<file path="config.mk">
export PLATFORM = sky130hd
export DESIGN_NAME = pixel_stream_unpacker
export DESIGN_NICKNAME = d
export VERILOG_FILES = /design/src/rtl/pixel_stream_unpacker.sv
export SDC_FILE = /design/constraint.sdc
export NUM_CORES = 1
export LEC_CHECK = 0
export CAP_MARGIN = 20
export CORE_MARGIN = 1.5
export CORE_UTILIZATION = 40
export CTS_CLUSTER_DIAMETER = 60
export DETAILED_ROUTE_END_ITERATION = 10
export SETUP_SLACK_MARGIN = 0.5
export SLEW_MARGIN = 40
export SYNTH_ARGS = -nofsm -noshare
export SYNTH_HDL_FRONTEND = slang
export SYNTH_SLANG_ARGS = --single-unit
export TNS_END_PERCENT = 30
</file>
<file path="constraint.sdc">
create_clock -name clk -period 6.4 [get_ports clk]
set_input_delay 1.92 -clock clk [delete_from_list [all_inputs] [get_ports clk]]
set_output_delay 1.92 -clock clk [all_outputs]
set_load 0.05 [all_outputs]
</file>
<file path="src/rtl/pixel_stream_unpacker.sv">
// pixel_stream_unpacker
// Receives full result words from the brightness processor, which cannot be
// stalled, buffers them in a small word FIFO, and serialises each word into
// one color sample per valid/ready transfer for a stallable consumer.
// Lane 0 (the least significant COLOR_SIZE bits) of each word is sent first.
// A word that arrives while the FIFO is full and not popping on that edge is
// dropped, and the sticky overflow flag records the loss.

module pixel_stream_unpacker #(
  parameter int DATA_WIDTH = 32,  // 32 or 64, multiple of COLOR_SIZE
  parameter int COLOR_SIZE = 8,
  parameter int FIFO_DEPTH = 4    // power of two, >= 2
) (
  input  logic                          clk,
  input  logic                          rst,
  input  logic                          in_rdy,
  input  logic [DATA_WIDTH-1:0]         in_data,
  input  logic                          out_ready,
  output logic                          out_valid,
  output logic [COLOR_SIZE-1:0]         out_color,
  output logic                          out_last,
  output logic [$clog2(FIFO_DEPTH):0]   fifo_count,
  output logic                          overflow,
  output logic                          busy
);

  localparam int LANES  = DATA_WIDTH / COLOR_SIZE;
  localparam int LANE_W = (LANES > 1) ? $clog2(LANES) : 1;
  localparam int AW     = $clog2(FIFO_DEPTH);
  localparam int CW     = AW + 1;

  localparam logic [LANE_W-1:0] LAST_LANE = LANE_W'(LANES - 1);
  localparam logic [CW-1:0]     FULL_CNT  = CW'(FIFO_DEPTH);

  typedef enum logic {
    S_IDLE = 1'b0,
    S_SEND = 1'b1
  } state_t;

  // Word storage. Data is never reset; only the pointers and count are.
  logic [DATA_WIDTH-1:0] mem_q [FIFO_DEPTH];

  logic [AW-1:0] wr_ptr_q, wr_ptr_d;
  logic [AW-1:0] rd_ptr_q, rd_ptr_d;
  logic [CW-1:0] count_q,  count_d;
  logic          ovf_q,    ovf_d;

  // Serialiser state. The shift register presents the current lane in its
  // low COLOR_SIZE bits and shifts right as lanes are accepted.
  state_t                state_q;
  logic [DATA_WIDTH-1:0] sr_q;
  logic [LANE_W-1:0]     lane_q;
  logic                  valid_q;

  logic                  fifo_empty;
  logic                  fifo_full;
  logic                  xfer;
  logic                  on_last_lane;
  logic                  pop;
  logic                  push;
  logic                  drop;
  logic [DATA_WIDTH-1:0] head;

  assign fifo_empty   = (count_q == '0);
  assign fifo_full    = (count_q == FULL_CNT);
  assign xfer         = valid_q & out_ready;
  assign on_last_lane = (lane_q == LAST_LANE);
  assign head         = mem_q[rd_ptr_q];

  // A pop happens either to fill an idle serialiser or, with no bubble, on
  // the edge that accepts the final lane of the word being sent.
  assign pop = ~fifo_empty &
               ((state_q == S_IDLE) |
                ((state_q == S_SEND) & xfer & on_last_lane));

  // A full FIFO still accepts a word when a pop frees a slot on the same
  // edge; the read uses the old head because the write is non-blocking.
  assign push = in_rdy & (~fifo_full | pop);
  assign drop = in_rdy & fifo_full & ~pop;

  // FIFO pointer, occupancy and overflow next-state.
  always_comb begin
    wr_ptr_d = wr_ptr_q;
    rd_ptr_d = rd_ptr_q;
    count_d  = count_q;
    ovf_d    = ovf_q;
    if (push) begin
      wr_ptr_d = wr_ptr_q + AW'(1);
    end
    if (pop) begin
      rd_ptr_d = rd_ptr_q + AW'(1);
    end
    case ({push, pop})
      2'b10:   count_d = count_q + CW'(1);
      2'b01:   count_d = count_q - CW'(1);
      default: count_d = count_q;
    endcase
    if (drop) begin
      ovf_d = 1'b1;
    end
  end

  // FIFO control registers with synchronous reset.
  always_ff @(posedge clk) begin
    if (rst) begin
      wr_ptr_q <= '0;
      rd_ptr_q <= '0;
      count_q  <= '0;
      ovf_q    <= 1'b0;
    end else begin
      wr_ptr_q <= wr_ptr_d;
      rd_ptr_q <= rd_ptr_d;
      count_q  <= count_d;
      ovf_q    <= ovf_d;
    end
  end

  // Word storage write port.
  always_ff @(posedge clk) begin
    if (push) begin
      mem_q[wr_ptr_q] <= in_data;
    end
  end

  // Serialiser FSM: loads words from the FIFO head and steps through lanes.
  always_ff @(posedge clk) begin
    if (rst) begin
      state_q <= S_IDLE;
      sr_q    <= '0;
      lane_q  <= '0;
      valid_q <= 1'b0;
    end else begin
      case (state_q)
        S_IDLE: begin
          if (!fifo_empty) begin
            sr_q    <= head;
            lane_q  <= '0;
            valid_q <= 1'b1;
            state_q <= S_SEND;
          end
        end
        S_SEND: begin
          if (xfer) begin
            if (!on_last_lane) begin
              sr_q   <= sr_q >> COLOR_SIZE;
              lane_q <= lane_q + LANE_W'(1);
            end else if (!fifo_empty) begin
              sr_q   <= head;
              lane_q <= '0;
            end else begin
              valid_q <= 1'b0;
              lane_q  <= '0;
              state_q <= S_IDLE;
            end
          end
        end
        default: begin
          state_q <= S_IDLE;
          valid_q <= 1'b0;
          lane_q  <= '0;
        end
      endcase
    end
  end

  assign out_valid  = valid_q;
  assign out_color  = sr_q[COLOR_SIZE-1:0];
  assign out_last   = valid_q & on_last_lane;
  assign fifo_count = count_q;
  assign overflow   = ovf_q;
  assign busy       = ~fifo_empty | valid_q;

endmodule

</file>
==> impl_metrics.env, run 1 <==
export IMPL_outcome="completed"
export IMPL_insertedDiodeCount=0
export IMPL_cts_sinks=174
export IMPL_synthesized_area_fraction_occupied_by_xor_and_xnor_cells=0.00609
export IMPL_drv_cap=0
export IMPL_num_ports=51
export IMPL_timing_hold_violations_final=0
export IMPL_max_clock_path_buffers=2
export IMPL_fin_crit_sh=0.662
export IMPL_worstSetupStartpointType="register"
export IMPL_layout_nets=504
export IMPL_chipHeight_um=137
export IMPL_floorplan_rows=48
export IMPL_power_leakage_nw=2.64
export IMPL_wire_length_per_cell_after_detailed_routing_um=19.9
export IMPL_ctsResizeCount=0
export IMPL_postSynthAreaPerCell_sq_um=17.0
export IMPL_cts_buffers_inserted=17
export IMPL_viasPerCell=5.45
export IMPL_setup_repair_after_global_routing_missed_its_margin="no"
export IMPL_grt_overflow=0
export IMPL_synth_compound_gate_area_share=0.127
export IMPL_power_switching_mw=1.30
export IMPL_pwr_share_seq=0.396
export IMPL_clock_skew_final_ns=0.0108
export IMPL_endpoint_arrival_time_on_the_critical_path_ns=2.32
export IMPL_largest_net_degree_at_the_start_of_global_routing=46
export IMPL_detail_route_antenna_nets=0
export IMPL_synth_flop_type="edfxtp_1"
export IMPL_postCtsHoldBufs=0
export IMPL_crit_fanout=28
export IMPL_vdd_ir_drop_worst_v=0.000363
export IMPL_synth_top_area_frac=0.535
export IMPL_synth_area_leaders="edfxtp_1 (53%), dfxtp_1 (13%), mux4_2 (10%)"
export IMPL_area_growth_syn_to_layout_pct=16.6
export IMPL_synth_cells=423
export IMPL_timing_setup_critical_path_class="register to output pin"
export IMPL_detail_route_drc_violations=0
export IMPL_detailedRoute_firstPassIterationCount=4
export IMPL_synthAdderAreaFrac=0.0132
export IMPL_total_power_mw=3.76
export IMPL_layout_drive_gt1_share=0.262
export IMPL_ys_seq_area_frac=0.663
export IMPL_routed_wirelength_um=13900
export IMPL_worst_endpoint_required_ns=4.48
export IMPL_buffer_type_at_the_clock_tree_root="clkbuf_16"
export IMPL_post_synth_edffs=128
export IMPL_grt_antenna_before_repair=0
export IMPL_grt_pass1_vias=3928
export IMPL_synth_simple_gate_area_share=0.0487
export IMPL_initialDrtViolationCount=273
export IMPL_fin_tns_setup_ns=0
export IMPL_slew_headroom=0.520
export IMPL_slew_viol_final=0
export IMPL_cts_clk_slew_worst_paths_ns=0.07
export IMPL_switching_share=0.345
export IMPL_synth_top_family_by_area="compound AO/OA/AOI/OAI gates"
export IMPL_synth_ff_latch_count=174
export IMPL_finalWorstPathRequiredPeriod_ns=4.24
export IMPL_core_area_sq_um=17400
export IMPL_clockPowerShare=0.277
export IMPL_grt_pass1_wl_um=22000
export IMPL_worstHoldPathType="register to register"
export IMPL_io_buffer_count=50
export IMPL_yosysWarningCount=0
export IMPL_gpl_final_weighted_congestion=0.705
export IMPL_initial_core_util=0.413
export IMPL_tightest_slew_ns=0.716
export IMPL_placedCellCount=667
export IMPL_finish_utilization=0.481
export IMPL_internal_power_mw=2.46
export IMPL_dieArea_sq_um=18800
export IMPL_power_per_cell_area_nw_per_um2=449
export IMPL_yosysUniqueCellTypes=42
export IMPL_worstSkewPairLatency_ns=0.43
export IMPL_power_share_combinational=0.327
export IMPL_detailed_route_via_count=3811
export IMPL_finalHoldWorstSlack_ns=0.479
export IMPL_post_synth_mux_area_share=0.102
export IMPL_post_dp_hpwl_um=8320
export IMPL_final_instance_count_excl_fill=699
export IMPL_cts_max_level=4
export IMPL_achievable_frequency_mhz=236
export IMPL_async_flop_share=0
export IMPL_gr_usage_total=0.161
export IMPL_setup_viol_count_final=0
export IMPL_endpoint_kind="output pin"
export IMPL_top_cell_type_by_total_area_after_synthesis="edfxtp_1"
export IMPL_die_w_um=137
export IMPL_synthesis_nets=466
export IMPL_tritoncts="done"
export IMPL_netlist_area_sq_um=7190
export IMPL_cts_setup_buffers=0
layout make-up:
type                            instances  area (sq um)
Fill cell                            1468          9030
Sequential cell                       174          4770
Multi-Input combinational cell        202          2150
Timing Repair Buffer                   58           558
Clock buffer                           17           425
Tap cell                              225           282
Clock inverter                         15           178
Inverter                                8          30.0
worst max-delay path, stage by stage (launching register included):
cell and delay [ns]:
dfxtp_1 0.36, ha_2 0.52, and2_1 0.20, clkdlybuf4s50_1 0.79
Yosys cell counts (all sizes together), types with 2 or more instances:
| library cell | count |
|---|---|
| a211oi | 25 |
| nor2 | 22 |
| or3 | 26 |
| nand2 | 2 |
| a41oi | 2 |
| a21oi | 6 |
| o21ai | 27 |
| clkbuf | 18 |
| xor2 | 2 |
| a221oi | 24 |
| a22oi | 8 |
| dfxtp | 46 |
| inv | 8 |
| buf | 21 |
| mux4 | 32 |
| edfxtp | 128 |
| and2 | 6 |
| ha | 6 |
| xnor2 | 3 |
kinds of logic (layout without fill, tap and decap cells):
group | Yosys count | count (layout)
multiplexers | 33 | 33
flip-flops | 174 | 174
buffers and inverters | 47 | 98
XOR/XNOR | 5 | 5
AND/OR/NAND/NOR | 62 | 62
AO/OA/AOI/OAI | 95 | 95
adder cells (fa/ha/maj) | 7 | 7
stage by stage:
step / area [sq um] / setup slack, ns
floorplan: 7190 / 2.71
global placement: 7770 / 1.94
detailed placement: 7780 / 1.91
CTS: 8380 / 2.14
global route: 8380 / 2.06
finish: 8380 / 2.16
cell usage in the layout (no fill, tap or decap), drive strengths merged, types with 3 or more instances in the layout:
master | Yosys | layout
xnor2 | 3 | 3
inv | 8 | 14
a211oi | 25 | 25
clkdlybuf4s50 | 0 | 49
nor2 | 22 | 22
mux4 | 32 | 32
clkbuf | 18 | 17
a21oi | 6 | 6
a22oi | 8 | 8
and2 | 6 | 6
clkinv | 0 | 5
ha | 6 | 6
edfxtp | 128 | 128
or3 | 26 | 26
a221oi | 24 | 24
buf | 21 | 9
o21ai | 27 | 27
dfxtp | 46 | 46
worst paths after layout:
check,from,to,slack [ns],cells past startpoint
max,lane_q[0],out_last,2.16,3
min,overflow,overflow,0.48,2
max reg2reg,lane_q[0],fifo_count[2],3.41,9
min reg2reg,overflow,overflow,0.48,2
metal layers:
metal / global-route usage / wire length [um] / vias to the layer above
li1: - / - / 1772
met4: 0.0556 / 192 / 0
met2: 0.255 / 6800 / 77
met1: 0.216 / 6370 / 1944
met3: 0.0430 / 545 / 18
met5: 0 / 0 / -
sequential cells by signal (all words and copies together), names as in the netlist, named ones only:
| name | flops |
|---|---|
| state_q | 1 |
| rd_ptr_q | 2 |
| fifo_count | 3 |
| mem_q | 128 |
| wr_ptr_q | 2 |
| out_valid | 1 |
| sr_q | 32 |
| lane_q | 2 |
| overflow | 1 |
power groups by stage:
stage                     logic (mW)  registers (mW)  clock network [mW]
after detailed placement        1.24            1.51                   0
after CTS                       1.25            1.49                1.07
after floorplan                 1.03            1.50                   0
after global routing            1.33            1.51                1.11
final                           1.23            1.49                1.04
after global placement          1.22            1.51                   0
(Power assumes the default switching activity.)
==> run 2: changes to the inputs <==
Clock period 6.4 ns to 3.58 ns, I/O delays scaled along.
==> run 2 against run 1 <==
Utilization did not move. Highest routed layer unchanged. Largest power group unchanged. Critical path depth did not move. Combinational power rose by 83%. Largest cell class unchanged. Non-clock buffer count rose by 11. Via count rose by 2.0%. Hold slack improved by 0.012 ns. Critical endpoint unchanged. Sequential share of layout area did not move. Power rose by 73%. Cell area did not move.
==> impl_metrics.env, run 2 (synthesized netlist as in run 1, its figures left out) <==
export IMPL_achievable_frequency_mhz=342
export IMPL_max_reg_flops=128
export IMPL_cts_max_level=4
export IMPL_initialDrtViolationCount=223
export IMPL_initial_core_util=0.413
export IMPL_power_leakage_nw=2.68
export IMPL_largest_net_degree_at_the_start_of_global_routing=38
export IMPL_io_buffer_count=50
export IMPL_finalHoldWorstSlack_ns=0.491
export IMPL_setup_repair_after_global_routing_missed_its_margin="no"
export IMPL_finalWorstPathRequiredPeriod_ns=2.93
export IMPL_timing_hold_violations_final=0
export IMPL_drv_cap=0
export IMPL_hold_path_depth=2
export IMPL_detailed_route_via_count=3889
export IMPL_crit_fanout=3
export IMPL_fin_crit_sh=0.817
export IMPL_holdCritStartpoint="overflow"
export IMPL_wire_length_per_cell_after_detailed_routing_um=19.8
export IMPL_detail_route_antenna_nets=0
export IMPL_detail_route_drc_violations=0
export IMPL_power_per_cell_area_nw_per_um2=778
export IMPL_hold_path_end="overflow"
export IMPL_worstHoldPathType="register to register"
export IMPL_worstSetupStartpointType="register"
export IMPL_outcome="completed"
export IMPL_buffer_type_at_the_clock_tree_root="clkbuf_16"
export IMPL_gpl_final_weighted_congestion=0.709
export IMPL_grt_antenna_before_repair=0
export IMPL_endpoint_kind="output pin"
export IMPL_die_w_um=137
export IMPL_layout_cells_most_common="edfxtp_1"
export IMPL_grt_overflow=0
export IMPL_setup_viol_count_final=0
export IMPL_cts_sinks=174
export IMPL_endpoint_arrival_time_on_the_critical_path_ns=1.85
export IMPL_viasPerCell=5.48
export IMPL_grt_pass1_wl_um=22800
export IMPL_slew_viol_final=0
export IMPL_layout_drive_gt1_share=0.268
export IMPL_tightest_slew_ns=0.796
export IMPL_core_area_sq_um=17400
export IMPL_regMostFlops="mem_q"
export IMPL_vdd_ir_drop_worst_v=0.000921
export IMPL_cts_buffers_inserted=17
export IMPL_worst_endpoint_required_ns=2.51
export IMPL_finish_utilization=0.481
export IMPL_fin_tns_setup_ns=0
export IMPL_floorplan_rows=48
export IMPL_worstSkewPairLatency_ns=0.43
export IMPL_chipHeight_um=137
export IMPL_reg2reg_setup_slack_ns=1.11
export IMPL_insertedDiodeCount=0
export IMPL_routed_wirelength_um=14100
export IMPL_num_ports=51
export IMPL_layout_cells_most_common_list="edfxtp_1 (128), clkdlybuf4s50_1 (48), dfxtp_1 (45)"
export IMPL_dieArea_sq_um=18800
export IMPL_gr_usage_total=0.166
export IMPL_layout_nets=515
export IMPL_detailedRoute_firstPassIterationCount=4
export IMPL_cts_setup_buffers=0
export IMPL_max_clock_path_buffers=2
export IMPL_cts_clk_slew_worst_paths_ns=0.07
export IMPL_grt_pass1_vias=4114
export IMPL_slew_headroom=0.467
export IMPL_worst_r2r_cell_count=10
export IMPL_clock_skew_final_ns=0.0125
export IMPL_regToRegStartpoint="lane_q[0]"
export IMPL_timing_setup_critical_path_class="register to output pin"
export IMPL_post_dp_hpwl_um=8670
export IMPL_critical_path_reg2reg_endpoint="fifo_count[2]"
export IMPL_tritoncts="done"
export IMPL_area_growth_syn_to_layout_pct=16.6
-- run 2: cell count changes in the layout (fill, tap and decap cells not counted), moves of 2 or more --
cell and delta:
buf_4 +10, clkbuf_1 +2, clkinv_2 +7, bufinv_16 -2, inv_6 -5
-- run 2: how the worst max path moves through the flow --
stage	startpoint	to	slack (ns)	cells after the start
after floorplan	out_ready	fifo_count[2]	0.74	8
after global placement	out_ready	fifo_count[2]	0.35	9
after detailed placement	out_ready	fifo_count[2]	0.30	9
after CTS	fifo_count[2]	busy	0.50	4
after global routing	lane_q[0]	out_last	0.56	3
final	lane_q[0]	out_last	0.65	3
-- run 2: final cells by class --
cell class | count | area (sq um)
Timing Repair Buffer | 69 | 656
Clock buffer | 19 | 433
Fill cell | 1490 | 9030
Clock inverter | 13 | 76.3
Inverter | 8 | 30.0
Tap cell | 225 | 282
Sequential cell | 174 | 4770
Multi-Input combinational cell | 202 | 2140
-- run 2: timing repair --
action | 4_1_cts | 5_1_grt
endpoints found under the hold margin | 0 | 0
hold buffers | 0 | 0
resized for setup | 0 | 1
endpoints found under the setup margin | 0 | 1
-- run 2: critical path: stages, from the launching register on --
cell,delay (ns)
dfxtp_1,0.35
ha_1,0.17
and2_1,0.12
clkdlybuf4s50_1,0.79
-- run 2: power breakdown --
part	internal, mW	switching, mW
Combinational	0.941	1.31
Clock	0.874	0.726
Sequential	2.46	0.213
Total	4.28	2.25
-- run 2: through the flow --
step / total power [mW] / instance area [sq um] / instances / setup slack, ns
2_1_floorplan: 4.53 / 7190 / 423 / 0.738
3_3_place_gp: 4.92 / 7870 / 678 / 0.353
3_5_place_dp: 4.99 / 7870 / 678 / 0.298
4_1_cts: 6.60 / 8380 / 710 / 0.503
5_1_grt: 6.88 / 8380 / 710 / 0.561
6_report: 6.52 / 8380 / 710 / 0.654
-- run 2: per-layer routing --
layer	global-route usage	vias to the layer above	part of all wire	wire length (um)
met4	0.0632	0	0.014	195
li1	-	1792	-	-
met5	0	-	0	0
met1	0.215	1997	0.44	6130
met3	0.0333	12	0.041	575
met2	0.276	88	0.51	7160
